<file path="src/rtl/sqrt_pkg.sv">
// Shared constants and state encoding for the root check unit.
// Imported by the interface, the correction step and the top.
package sqrt_pkg;

  localparam int ROOT_W    = 8;
  localparam int X_W       = 2 * ROOT_W;
  localparam int MUL_ITERS = ROOT_W;
  localparam int CNT_W     = $clog2(MUL_ITERS);

  typedef enum logic [1:0] {
    IDLE = 2'd0,
    MUL  = 2'd1,
    CORR = 2'd2,
    DONE = 2'd3
  } state_t;

endpackage

</file>
<file path="src/rtl/sqrt_check_iter_if.sv">
// Request/result bundle of sqrt_check_iter.
// slave: the checker; master: the block that feeds it.
interface sqrt_check_iter_if;
  import sqrt_pkg::*;

  logic              val_i;
  logic [X_W-1:0]    x_i;
  logic [ROOT_W-1:0] root_i;
  logic              rdy_o;
  logic              val_o;
  logic [ROOT_W-1:0] root_o;
  logic [X_W-1:0]    rem_o;
  logic [X_W-1:0]    square_o;
  logic              err_o;

  modport slave (
    input  val_i, x_i, root_i,
    output rdy_o, val_o, root_o,
    output rem_o, square_o, err_o
  );

  modport master (
    output val_i, x_i, root_i,
    input  rdy_o, val_o, root_o,
    input  rem_o, square_o, err_o
  );

endinterface

</file>
<file path="src/rtl/sqrt_corr_step.sv">
// One +/-1 root correction step (combinational).
// in: i_x radicand, i_r root, i_sq = i_r^2; out: o_root, o_rem, o_err.
module sqrt_corr_step
  import sqrt_pkg::*;
(
  input  logic [X_W-1:0]    i_x,
  input  logic [ROOT_W-1:0] i_r,
  input  logic [X_W-1:0]    i_sq,
  output logic [ROOT_W-1:0] o_root,
  output logic [X_W-1:0]    o_rem,
  output logic              o_err
);

  localparam logic [ROOT_W-1:0] ONE = 1;

  logic signed [17:0] w_d;
  logic signed [17:0] w_two_r;
  logic signed [17:0] w_dn_rem;
  logic signed [17:0] w_up_rem;
  logic signed [17:0] w_up_lim;

  assign w_d      = $signed({2'b00, i_x})
                  - $signed({2'b00, i_sq});
  assign w_two_r  = $signed({9'd0, i_r, 1'b0});
  assign w_dn_rem = w_d + w_two_r - 18'sd1;
  assign w_up_rem = w_d - w_two_r - 18'sd1;
  assign w_up_lim = w_two_r + 18'sd2;

  // d<0 and d>2r are disjoint since 2r >= 0
  always_comb begin
    o_root = i_r;
    o_rem  = w_d[X_W-1:0];
    o_err  = 1'b0;
    unique case (1'b1)
      (w_d < 18'sd0): begin
        o_root = i_r - ONE;
        o_rem  = w_dn_rem[X_W-1:0];
        o_err  = (w_dn_rem < 18'sd0);
      end
      (w_d > w_two_r): begin
        o_root = i_r + ONE;
        o_rem  = w_up_rem[X_W-1:0];
        o_err  = (w_up_rem > w_up_lim);
      end
      default: ;
    endcase
  end

endmodule

</file>
<file path="src/rtl/sqrt_check_iter.sv">
// Squares an approximate root by shift-add, then corrects it by +/-1.
// clk, rst (async, active-high); bus: sqrt_check_iter_if.slave.
module sqrt_check_iter
  import sqrt_pkg::*;
(
  input logic              clk,
  input logic              rst,
  sqrt_check_iter_if.slave bus
);

  localparam logic [CNT_W-1:0] LAST_BIT =
    CNT_W'(MUL_ITERS - 1);

  state_t r_state;
  state_t w_next;

  logic [X_W-1:0]    r_x;
  logic [ROOT_W-1:0] r_r;
  logic [X_W-1:0]    r_acc;
  logic [CNT_W-1:0]  r_cnt;

  logic              r_val;
  logic [ROOT_W-1:0] r_root;
  logic [X_W-1:0]    r_rem;
  logic [X_W-1:0]    r_sq;
  logic              r_err;

  logic [X_W-1:0]    w_addend;
  logic [ROOT_W-1:0] w_root;
  logic [X_W-1:0]    w_rem;
  logic              w_err;

  assign w_addend = {{ROOT_W{1'b0}}, r_r} << r_cnt;

  sqrt_corr_step u_corr (
    .i_x    (r_x),
    .i_r    (r_r),
    .i_sq   (r_acc),
    .o_root (w_root),
    .o_rem  (w_rem),
    .o_err  (w_err)
  );

  always_ff @(posedge clk or posedge rst) begin
    if (rst) r_state <= IDLE;
    else     r_state <= w_next;
  end

  always_comb begin
    w_next = r_state;
    unique case (r_state)
      IDLE: if (bus.val_i) w_next = MUL;
      MUL:  if (r_cnt == LAST_BIT) w_next = CORR;
      CORR: w_next = DONE;
      DONE: w_next = IDLE;
      default: w_next = IDLE;
    endcase
  end

  always_ff @(posedge clk or posedge rst) begin
    if (rst) begin
      r_x    <= '0;
      r_r    <= '0;
      r_acc  <= '0;
      r_cnt  <= '0;
      r_val  <= 1'b0;
      r_root <= '0;
      r_rem  <= '0;
      r_sq   <= '0;
      r_err  <= 1'b0;
    end else begin
      unique case (r_state)
        IDLE: begin
          if (bus.val_i) begin
            r_x   <= bus.x_i;
            r_r   <= bus.root_i;
            r_acc <= '0;
            r_cnt <= '0;
          end
        end
        MUL: begin
          if (r_r[r_cnt]) r_acc <= r_acc + w_addend;
          r_cnt <= r_cnt + 1'b1;
        end
        CORR: begin
          r_val  <= 1'b1;
          r_root <= w_root;
          r_rem  <= w_rem;
          r_sq   <= r_acc;
          r_err  <= w_err;
        end
        DONE: r_val <= 1'b0;
        default: r_val <= 1'b0;
      endcase
    end
  end

  assign bus.rdy_o    = (r_state == IDLE) && !rst;
  assign bus.val_o    = r_val;
  assign bus.root_o   = r_root;
  assign bus.rem_o    = r_rem;
  assign bus.square_o = r_sq;
  assign bus.err_o    = r_err;

endmodule

</file>
<file path="src/flat_wrapper.sv">
// flat-port wrapper written by rule: the top's interface ports become plain ports
module sqrt_check_iter_flat import sqrt_pkg::*;
  (clk, rst, bus_val_i, bus_x_i, bus_root_i, bus_rdy_o, bus_val_o, bus_root_o, bus_rem_o, bus_square_o, bus_err_o);
  sqrt_check_iter_if bus_i ();
  input logic clk;
  input logic rst;
  input wire logic [$bits(bus_i.val_i)-1:0] bus_val_i;
  input wire logic [$bits(bus_i.x_i)-1:0] bus_x_i;
  input wire logic [$bits(bus_i.root_i)-1:0] bus_root_i;
  output wire logic [$bits(bus_i.rdy_o)-1:0] bus_rdy_o;
  output wire logic [$bits(bus_i.val_o)-1:0] bus_val_o;
  output wire logic [$bits(bus_i.root_o)-1:0] bus_root_o;
  output wire logic [$bits(bus_i.rem_o)-1:0] bus_rem_o;
  output wire logic [$bits(bus_i.square_o)-1:0] bus_square_o;
  output wire logic [$bits(bus_i.err_o)-1:0] bus_err_o;
  assign bus_i.val_i = bus_val_i;
  assign bus_i.x_i = bus_x_i;
  assign bus_i.root_i = bus_root_i;
  assign bus_rdy_o = bus_i.rdy_o;
  assign bus_val_o = bus_i.val_o;
  assign bus_root_o = bus_i.root_o;
  assign bus_rem_o = bus_i.rem_o;
  assign bus_square_o = bus_i.square_o;
  assign bus_err_o = bus_i.err_o;
  sqrt_check_iter u_core (.clk(clk), .rst(rst), .bus(bus_i));
endmodule
</file>
<file path="config.mk">
export PLATFORM = sky130hd
export DESIGN_NAME = sqrt_check_iter_flat
export DESIGN_NICKNAME = d
export VERILOG_FILES = /design/src/rtl/sqrt_pkg.sv /design/src/rtl/sqrt_check_iter_if.sv /design/src/rtl/sqrt_corr_step.sv /design/src/rtl/sqrt_check_iter.sv /design/src/flat_wrapper.sv
export SDC_FILE = /design/constraint.sdc
export NUM_CORES = 1
export LEC_CHECK = 0
export ABC_AREA = 1
export ABC_CLOCK_PERIOD_IN_PS = 4200
export BUFFER_PORTS_ARGS = -buffer_cell sky130_fd_sc_hd__buf_2
export CAP_MARGIN = 20
export CORE_ASPECT_RATIO = 1.1
export CORE_MARGIN = 10
export CORE_UTILIZATION = 43
export CTS_CLUSTER_SIZE = 14
export DETAILED_ROUTE_END_ITERATION = 10
export PLACE_DENSITY_LB_ADDON = 0.1
export SYNTH_ARGS = -nofsm -noshare
export SYNTH_HDL_FRONTEND = slang
export SYNTH_HIERARCHICAL = 1
export SYNTH_SLANG_ARGS = --single-unit
</file>
<file path="constraint.sdc">
create_clock -name clk -period 4.2 [get_ports clk]
set_input_delay 0.84 -clock clk [delete_from_list [all_inputs] [get_ports clk]]
set_output_delay 0.84 -clock clk [all_outputs]
set_load 0.02 [all_outputs]
</file>
Word level (Yosys, flattened, before mapping)
Index checks and enable logic that the tools add are counted.
Widths: inputs -> output; s select.
- bits in writable memories: 0
- ROM bits: 0
- bits in latches: 0
- bits of input ports: 27
- register bits: 87
- output and inout bits: 43
- memories: 0
- word-level logic and storage cells: 56
- $add $sub $neg: 10
- bitwise operators: 0
- multiply operators: 0
- div/mod/pow operators: 0
- mux-type cells: 14
- equality and inequality tests: 7
- order comparisons: 5
- shift-type cells: 1
- reduce and logical (&&, ||, !) cells: 9
- operators by type and width (cell ; number):
    $pmux 16 s2 ; 2
    $lt 18x1->1 const B ; 2
    $sub 18x2->18 const B ; 2
    $mux 16 ; 2
    $add 18x10->18 ; 1
    $gt 18x10->1 ; 1
    $gt 18x11->1 ; 1
    $sub 18x10->18 ; 1
    $sub 16x16->17 ; 1
    $add 16x16->16 ; 1
    $pmux 8 s2 ; 1
    $shl 8x3->16 ; 1
    $add 9x2->10 const B ; 1
    $add 8x1->8 const B ; 1
    $pmux 2 s4 ; 1
    $sub 8x1->8 const B ; 1
    $pmux 3 s2 ; 1
    $reduce_and 2->1 ; 3
    $eq 2x2->1 const B ; 2
    $lt 3x4->1 const B ; 1
    $mux 2 ; 2
    $ne 2x1->1 const B ; 2
    $pmux 1 s2 ; 2
    $reduce_bool 2->1 ; 2
    other kinds (11) ; 11

Logic depth before layout (Yosys ltp)
Gate-level depths: netlist of the first run.
- depth after elaboration: 5
- mapped depth: 38
- depth with buffers taken out: 36

Modules after synthesis
Netlist of the first run, hierarchy kept.
- by module, submodules not included (module ; area each (um2) ; seq. area each (um2) ; instances ; cells an instance):
    sqrt_check_iter ; 4494.3 ; 2177.1 ; 1 ; 538
    sqrt_corr_step ; 3791.1 ; 0.0 ; 1 ; 641

Least setup slack after synthesis of the first run
No wires, ideal clock.
- kind: register to register
- start: reg u_core.r_acc[0]
- end: reg u_core.r_root[7], in the netlist u_core/bus.root_o[7]
- library setup time: 0.117 ns
- cell stages (with the launch flop): 37
- path slack: -0.330 ns
- arrival: 4.413 ns
- clock period less this slack: 4.530 ns
- cells stage by stage: dfrtp_1 -> ha_1 -> fa_1 -> inv_1 -> nand3_1 -> nand2_2 -> nand2_1 -> nand2_1 -> nand2_1 -> nand2_1 -> nand2_2 -> nand2_2 -> a21oi_4 -> inv_4 -> buf_1 -> ha_1 -> inv_1 -> nor2_4 -> nand3_2 -> nand2_4 -> nand2_8 -> buf_6 -> ha_1 -> nand3_1 -> nand2_1 -> a21oi_1 -> o21ai_0 -> and2_1 -> nor2_1 -> o21bai_1 -> nor2_1 -> nand2_1 -> nand2_1 -> nand2_1 -> nand2_1 -> nand2_1 -> nand2_1
- cells in the longest elaborated chain, start to end: 3
- elaborated cells on any way between the ends: 4
- RTL lines (element ; RTL line ; RTL):
    start, declared ; sqrt_check_iter.sv:19 ; logic [X_W-1:0] r_acc;
    start signal, assigned ; sqrt_check_iter.sv:82 ; if (r_r[r_cnt]) r_acc <= r_acc + w_addend;
    $sub 16x16->17 (*) ; sqrt_corr_step.sv:23 ; - $signed({2'b00, i_sq});
    $gt 18x10->1 or $lt 18x1->1 (tied branches) ; sqrt_corr_step.sv:40, sqrt_corr_step.sv:35 ;
    $pmux 8 s2 (*) ; sqrt_corr_step.sv:34 ; unique case (1'b1)
    named net u_core.w_root[7] ; sqrt_check_iter.sv:29 ; logic [ROOT_W-1:0] w_root;
    end signal, assigned ; sqrt_check_iter.sv:87 ; r_root <= w_root;
    end, declared ; sqrt_check_iter.sv:23 ; logic [ROOT_W-1:0] r_root;
Mark *: on every way through the listed nets, which the timed path passes. The rest lies on a longest branch.
A chain may end at the register's enable or synchronous reset.

Worst setup path in the final report of the first run
- start: reg u_core.r_x[4]
- end: reg u_core.r_root[7], in the netlist u_core/bus.root_o[7]
- cells in the longest elaborated chain, start to end: 3
- elaborated cells on any way between the ends: 4
- RTL lines (element ; RTL line ; RTL):
    start, declared ; sqrt_check_iter.sv:17 ; logic [X_W-1:0] r_x;
    start signal, assigned ; sqrt_check_iter.sv:75 ; r_x <= bus.x_i;
    $sub 16x16->17 (*) ; sqrt_corr_step.sv:23 ;
    $gt 18x10->1 or $lt 18x1->1 (tied branches) ; sqrt_corr_step.sv:40, sqrt_corr_step.sv:35 ;
    $pmux 8 s2 (*) ; sqrt_corr_step.sv:34 ;
    named net u_core.w_root[7] ; sqrt_check_iter.sv:29 ;
Marked as above.

==> results of run 1 <==
[path summary, 6_finish.rpt]
| check | end | slack (ns) | depth (start not counted) |
|---|---|---|---|
| min in group asynchronous | u_core/r_state[1] | 0.48 | 2 |
| worst max register to register | u_core/bus.root_o[7] | 0.04 | 35 |
| worst max-delay path | u_core/bus.root_o[7] | 0.04 | 35 |
| worst min register to register | u_core/bus.rem_o[4] | 0.46 | 2 |
| worst min-delay path | u_core/bus.rem_o[4] | 0.46 | 2 |
| max in group asynchronous | u_core/r_x[7] | 2.91 | 3 |
[flip-flops by register name, summed over array words and instances, names as in the netlist]
register and flops:
u_core/r_acc 16, u_core/r_state 2, u_core/bus.square_o 16, u_core/bus.rem_o 16
u_core/r_cnt 3, u_core/bus.root_o 8, u_core/bus.err_o 1, u_core/bus.val_o 1
u_core/r_r 8, u_core/r_x 16
[synthesized netlist by cell type (all sizes together)]
master / count
ha: 90
xor2: 25
o21ai: 52
nand3: 80
nand4: 22
o22ai: 3
nand2: 433
a21boi: 2
nor4: 1
a21oi: 58
o21a: 2
o211ai: 6
o31ai: 2
nor2: 64
o21bai: 3
nor3: 10
or2: 5
and3: 3
mux2: 21
buf: 10
a31oi: 5
clkbuf: 13
dfrtp: 87
nand3b: 5
clkinv: 2
mux2i: 4
xnor2: 14
fa: 5
inv: 146
a21o: 3
and2: 3
[layout make-up]
cell class | instances | area (um^2) | share of cell area
Multi-Input combinational cell | 921 | 5936 | 0.5675
Tap cell | 247 | 309.0 | 0.02955
Clock buffer | 10 | 239.0 | 0.02285
Sequential cell | 87 | 2178 | 0.2083
Clock inverter | 6 | 68.82 | 0.006580
Timing Repair Buffer | 177 | 1160 | 0.1109
Inverter | 148 | 568.0 | 0.05431
[per-stage QoR]
stage | cells | util | setup WS (ns)
2_1_floorplan | 1179 | - | 0.002164
3_3_place_gp | 1560 | 0.4987 | -0.1524
3_5_place_dp | 1560 | 0.4987 | -0.1386
4_1_cts | 1583 | 0.5211 | 0.001739
5_1_grt | 1596 | 0.5495 | -0.2286
6_report | 1596 | 0.5495 | 0.03633
[kinds of logic after synthesis]
group / count (synthesis) / synth area share
XOR/XNOR: 39 / 0.04123
AND/OR/NAND/NOR: 626 / 0.3333
multiplexers: 25 / 0.03337
AO/OA/AOI/OAI: 136 / 0.09831
buffers and inverters: 171 / 0.08306
flip-flops: 87 / 0.2628
adder cells (fa/ha/maj): 95 / 0.1480
[critical path: cells and delay by family, from the launching register on]
kind,cells,cell delay [ns]
compound gates,5,0.67
xor+xnor,1,0.17
fa+ha+maj,3,0.80
buf+inv,5,0.46
flops,1,0.42
simple gates,21,1.55
[per-layer routing]
metal  global-route usage  share of wire  routed length, um  up-vias
met5                    0              0                  0        -
met4              0.06392          0.027                648        0
met3              0.03056          0.035                852       28
met2               0.3230           0.48              11840      157
met1               0.2312           0.45              11100     3691
li1                     -              -                  -     4144
[timing repair]
action / 4_1_cts / 5_1_grt
gates resized for setup: 16 / 80
pin swaps: 13 / 47
setup endpoints to repair: 3 / 8
setup buffers: 7 / 13
==> key figures, run 1 <==
Synth
  – Post-Synthesis Cells: ~1,200
  – Top cells by area, synth: sky130_fd_sc_hd__dfrtp_1, sky130_fd_sc_hd__nand2_1, sky130_fd_sc_hd__ha_1
  – Count of state elements after synthesis: slightly below 90
  – Syn. warnings: 6
  – Share of the synthesized area in the top cell type: 0.2628
  – Yosys cell types: slightly below 50
  – Cell type with the largest total area after synthesis: sky130_fd_sc_hd__dfrtp_1
  – Avg Synthesized Cell Area: 7.028 um^2
  – Seq/Total Area, Yosys: 0.2628
  – Number of nets in the synthesized netlist: around 1,300
  – Post-synthesis cell area: around 0.0083 mm^2

Route
  – First-pass detailed-route iteration total: 5
  – DRC Markers: 0
  – Final wirelength: about 24,000 um
  – Detail-routed via count per cell: 5.025
  – Total number of vias: approximately 8,000
  – Wire length per cell: 15.32 um
  – Number of DRC markers in iteration 0: approximately 340
  – Antenna-violating nets left: 0

Timing
  – Worst Hold Slack: around 0.46 ns
  – Number of pins with negative max-slew slack in the final report: 0
  – Relative slew slack: 0.5174
  – Setup TNS: 0 ns
  – Actual slew at the worst max-slew pin: just over 0.7 ns
  – Setup clock skew after layout: approximately 0.012 ns
  – Final Hold Violating Endpoints: 0
  – Final setup violating endpoints: 0
  – RSZ-0062 raised after global routing: yes
  – Minimum clock period: 4.164 ns
  – Share of the clock period used by the worst path after layout: 0.9913
  – F_max: 0.2402 GHz

Placed design
  – Number of input and output port buffers inserted: between 60 and 70
  – DP Wirelength: slightly below 20,000 um
  – Total placed instance area: around 0.0095 mm^2
  – RD Place Congestion: roughly 0.94

GRT
  – All-Layer GR Usage: 0.1865
  – Number of global-route vias before repair: approximately 7,500
  – Initial antenna violation count: 0
  – GRT overflow: 0
  – Global-route wire length before repair: between 30,000 and 40,000 um
  – Largest net degree at the start of global routing: 42

Flow run
  – Max-Cap Viols: 0

Critical path
  – Endpoint type of the worst setup path: flip-flop
  – Critical Path Slowest Stage Cell: sky130_fd_sc_hd__dfrtp_1
  – Most common cell on crit path: sky130_fd_sc_hd__nand2_1
  – Reg-to-reg startpoint: u_core/r_x[4]
  – Crit path largest cell delay: between 0.4 and 0.5 ns
  – Worst setup path start: u_core/r_x[4]
  – WP data required: about 4.4 ns
  – Maximum fanout count along the critical path: 6
  – Path type of the worst setup path: reg -> reg
  – Startpoint type of the worst setup path: flip-flop
  – Data arrival time at the worst-slack endpoint: around 4.4 ns

Floorplan
  – Die Width: about 150 um
  – # rows: 53
  – Initial Util: 0.4353
  – IO Count: 70
  – Chip Height: between 150 and 200 um
  – DIE AREA: 0.02523 mm^2
  – Core area: between 0.015 and 0.02 mm^2

Finish
  – Final std cell area, no fill: between 0.01 and 0.015 mm^2
  – Post-layout net count: 1,466
  – ANT cells: 0
  – Fraction of final layout cells sized beyond drive strength 1: 0.2691
  – Most common cell after layout, fill and taps aside: sky130_fd_sc_hd__nand2_1
  – Number of filler instances in the final layout: approximately 1,900
  – Area grow syn2layout: 26.23%
  – Leading cell types in the layout, fill and taps excluded: sky130_fd_sc_hd__nand2_1, sky130_fd_sc_hd__inv_1, sky130_fd_sc_hd__buf_4

Clock network
  – Clock tree sinks: 87
  – Inserted Clock Buffers: 9
  – CTS Buffer Depth: 2
  – H-tree depth: 3
  – Hold_buf cts: 0
  – Clk slew on worst S/H paths: 0.07 ns
  – Root Driver: sky130_fd_sc_hd__clkbuf_16
  – Clock latency at the later pin of the worst-skew pair: ~0.35 ns
  – Clock tree from TritonCTS: done

Hold path
  – Start point of the worst hold path: u_core/bus.rem_o[4]
  – Class of the most critical hold timing path: reg -> reg

Status
  – Status: finished clean
Power of run 1 is not shown: default switching activity piles up to over one toggle a cycle in this logic, so the estimate is an artifact.
==> run 2, diff against run 1 <==
CELL_PAD_IN_SITES_DETAIL_PLACEMENT = 1   (was not set)
CELL_PAD_IN_SITES_GLOBAL_PLACEMENT = 1   (was not set)
CORE_UTILIZATION = 40   (was 43)
==> key figures, run 2 (same netlist as run 1, synthesis figures left out) <==
Clock network
  – Clock tree from TritonCTS: done (unchanged)
  – Inserted Clock Buffers: 9 (unchanged)
  – CTS Buffer Depth: 2 (unchanged)
  – Clk slew on worst S/H paths: 0.07 ns (about the same)
  – Clock latency at the later pin of the worst-skew pair: 0.36 ns (was 0.35 ns)
  – Clock tree sinks: 87 (unchanged)
  – Hold_buf cts: 0 (unchanged)
  – Root Driver: sky130_fd_sc_hd__clkbuf_16 (unchanged)
  – H-tree depth: 3 (unchanged)

GRT
  – Largest net degree at the start of global routing: 78 (was 42)
  – Global routing met3 resource utilization: 0.02636 (was 0.03056)
  – Layer with the highest usage after global routing: met2 (unchanged)
  – Global-route wire length before repair: 42,060 um (was 38,470 um)
  – GRT overflow: 0 (unchanged)
  – Initial antenna violation count: 0 (unchanged)
  – All-Layer GR Usage: 0.1954 (was 0.1865)
  – Global routing usage on met1: 0.2308 (was 0.2312)
  – Met2 GRT Util: 0.3588 (was 0.3230)
  – Number of global-route vias before repair: 8,237 (was 7,496)

Timing
  – Share of the clock period used by the worst path after layout: 1.066 (was 0.9913)
  – RSZ-0062 raised after global routing: yes (unchanged)
  – Final setup violating endpoints: 5 (was 0)
  – F_max: 0.2234 GHz (was 0.2402 GHz)
  – Final Hold Violating Endpoints: 0 (unchanged)
  – Number of pins with negative max-slew slack in the final report: 0 (unchanged)
  – Actual slew at the worst max-slew pin: 0.7226 ns (was 0.7213 ns)
  – Minimum clock period: 4.477 ns (was 4.164 ns)
  – Relative slew slack: 0.5165 (was 0.5174)
  – Setup TNS: -0.9961 ns (was 0 ns)
  – Setup clock skew after layout: 0.01070 ns (was 0.01159 ns)
  – Worst Hold Slack: 0.4347 ns (was 0.4648 ns)
  – Setup WS post-layout: -0.2767 ns (was 0.03633 ns)

Status
  – Failing checks: negative setup slack
  – Status: finished, violations left (was finished clean)

Critical path
  – Path type of the worst setup path: reg -> reg (unchanged)
  – Critical Path Slowest Stage Cell: sky130_fd_sc_hd__dfrtp_1 (unchanged)
  – Most common cell on crit path: sky130_fd_sc_hd__nand2_1 (unchanged)
  – Number of cells on the worst reg-to-reg path: 29 (was 35)
  – Maximum fanout count along the critical path: 6 (unchanged)
  – WP data required: 4.49 ns (was 4.43 ns)
  – Data arrival time at the worst-slack endpoint: 4.77 ns (was 4.40 ns)
  – Endpoint type of the worst setup path: flip-flop (unchanged)
  – Startpoint type of the worst setup path: flip-flop (unchanged)
  – Crit path largest cell delay: 0.41 ns (was 0.42 ns)

Flow run
  – Max-Cap Viols: 0 (unchanged)

Finish
  – Post-layout net count: 1,442 (was 1,466)
  – Non-filler cells, final: 1,581 (was 1,596)
  – ANT cells: 0 (unchanged)
  – Fraction of final layout cells sized beyond drive strength 1: 0.2566 (was 0.2691)
  – Area grow syn2layout: 24.45% (was 26.23%)
  – Most common cell after layout, fill and taps aside: sky130_fd_sc_hd__nand2_1 (unchanged)
  – Final std cell area, no fill: 0.01031 mm^2 (was 0.01046 mm^2)
  – Leading cell types in the layout, fill and taps excluded: sky130_fd_sc_hd__nand2_1, sky130_fd_sc_hd__inv_1, sky130_fd_sc_hd__dfrtp_1 (was sky130_fd_sc_hd__nand2_1, sky130_fd_sc_hd__inv_1, sky130_fd_sc_hd__buf_4)

Floorplan
  – Die Width: 157.2 um (was 152.4 um)
  – Core area: 0.02051 mm^2 (was 0.01903 mm^2)
  – DIE AREA: 0.02688 mm^2 (was 0.02523 mm^2)
  – IO Count: 70 (unchanged)
  – Initial Util: 0.4040 (was 0.4353)
  – # rows: 55 (was 53)
  – Chip Height: 170.9 um (was 165.6 um)

Placed design
  – Number of input and output port buffers inserted: 69 (unchanged)
  – DP Wirelength: 20,960 um (was 19,210 um)
  – Number of cells after detailed placement: 1,546 (was 1,560)
  – Total placed instance area: 0.009331 mm^2 (was 0.009492 mm^2)
  – RD Place Congestion: 0.8782 (was 0.9378)

Route
  – Wire length per cell: 17.52 um (was 15.32 um)
  – Antenna-violating nets left: 0 (unchanged)
  – DRC Markers: 0 (unchanged)
  – Final wirelength: 27,710 um (was 24,440 um)
  – Total number of vias: 8,136 (was 8,020)
  – First-pass detailed-route iteration total: 5 (unchanged)
  – Detail-routed via count per cell: 5.146 (was 5.025)
  – Number of DRC markers in iteration 0: 388 (was 343)

Hold path
  – Class of the most critical hold timing path: in -> async (was reg -> reg)
[run 2: cell count changes in the layout (fill, tap and decap cells not counted), moves of 3 or more]
| cell | delta |
|---|---|
| sky130_fd_sc_hd__buf_4 | -25 |
| sky130_fd_sc_hd__ha_2 | +4 |
| sky130_fd_sc_hd__ha_4 | -3 |
| sky130_fd_sc_hd__nor2_2 | -4 |
| sky130_fd_sc_hd__nor2_4 | +3 |
[run 2: path summary, 6_finish.rpt]
kind | start | endpoint | slack, ns
hold reg to reg | u_core/bus.rem_o[9] | u_core/bus.rem_o[9] | 0.46
max in group asynchronous | rst | u_core/r_acc[1] | 2.96
setup reg to reg | u_core/r_x[2] | u_core/bus.root_o[7] | -0.28
hold / removal | rst | u_core/bus.square_o[3] | 0.43
min in group clk | u_core/bus.rem_o[9] | u_core/bus.rem_o[9] | 0.46
setup / recovery | u_core/r_x[2] | u_core/bus.root_o[7] | -0.28
[run 2: stage by stage]
step | util | worst slack (ns)
floorplan | - | 0.002164
global placement | 0.4550 | -0.09234
detailed placement | 0.4550 | -0.1889
CTS | 0.4771 | -0.06358
global route | 0.5028 | -0.5142
finish | 0.5028 | -0.2767
[run 2: cell type report]
class                      instances  area, um^2
clock buffer                      10       239.0
clock inverter                     6       97.59
fill                            2669       10200
inverter                         148       564.3
multi-input combinational        921        5912
sequential                        87        2178
tap                              256       320.3
timing repair buffer             153       999.7
[run 2: layer usage]
metal  wire length, um  vias up
met5                 0        -
met4               737        0
met3               759       37
met2             14440      113
met1             11770     3914
li1                  -     4072
[run 2: critical path: cells and delay by family, from the launching register on]
| family | cells | cell delay (ns) |
|---|---|---|
| adders and majority gates | 3 | 0.87 |
| DFF | 1 | 0.41 |
| AOI/OAI and AO/OA | 7 | 1.05 |
| buffers and inverters | 3 | 0.30 |
| and+or+nand+nor | 16 | 1.76 |
[run 2: what timing repair did]
action                     in CTS  in global routing
resized for setup              14                 82
setup endpoints to repair       4                 10
setup buffers                   7                 11
hold endpoints to repair        0                  0
gates cloned                    0                  0
pin swaps                      12                 49
Power of run 2 is left out for the same reason.
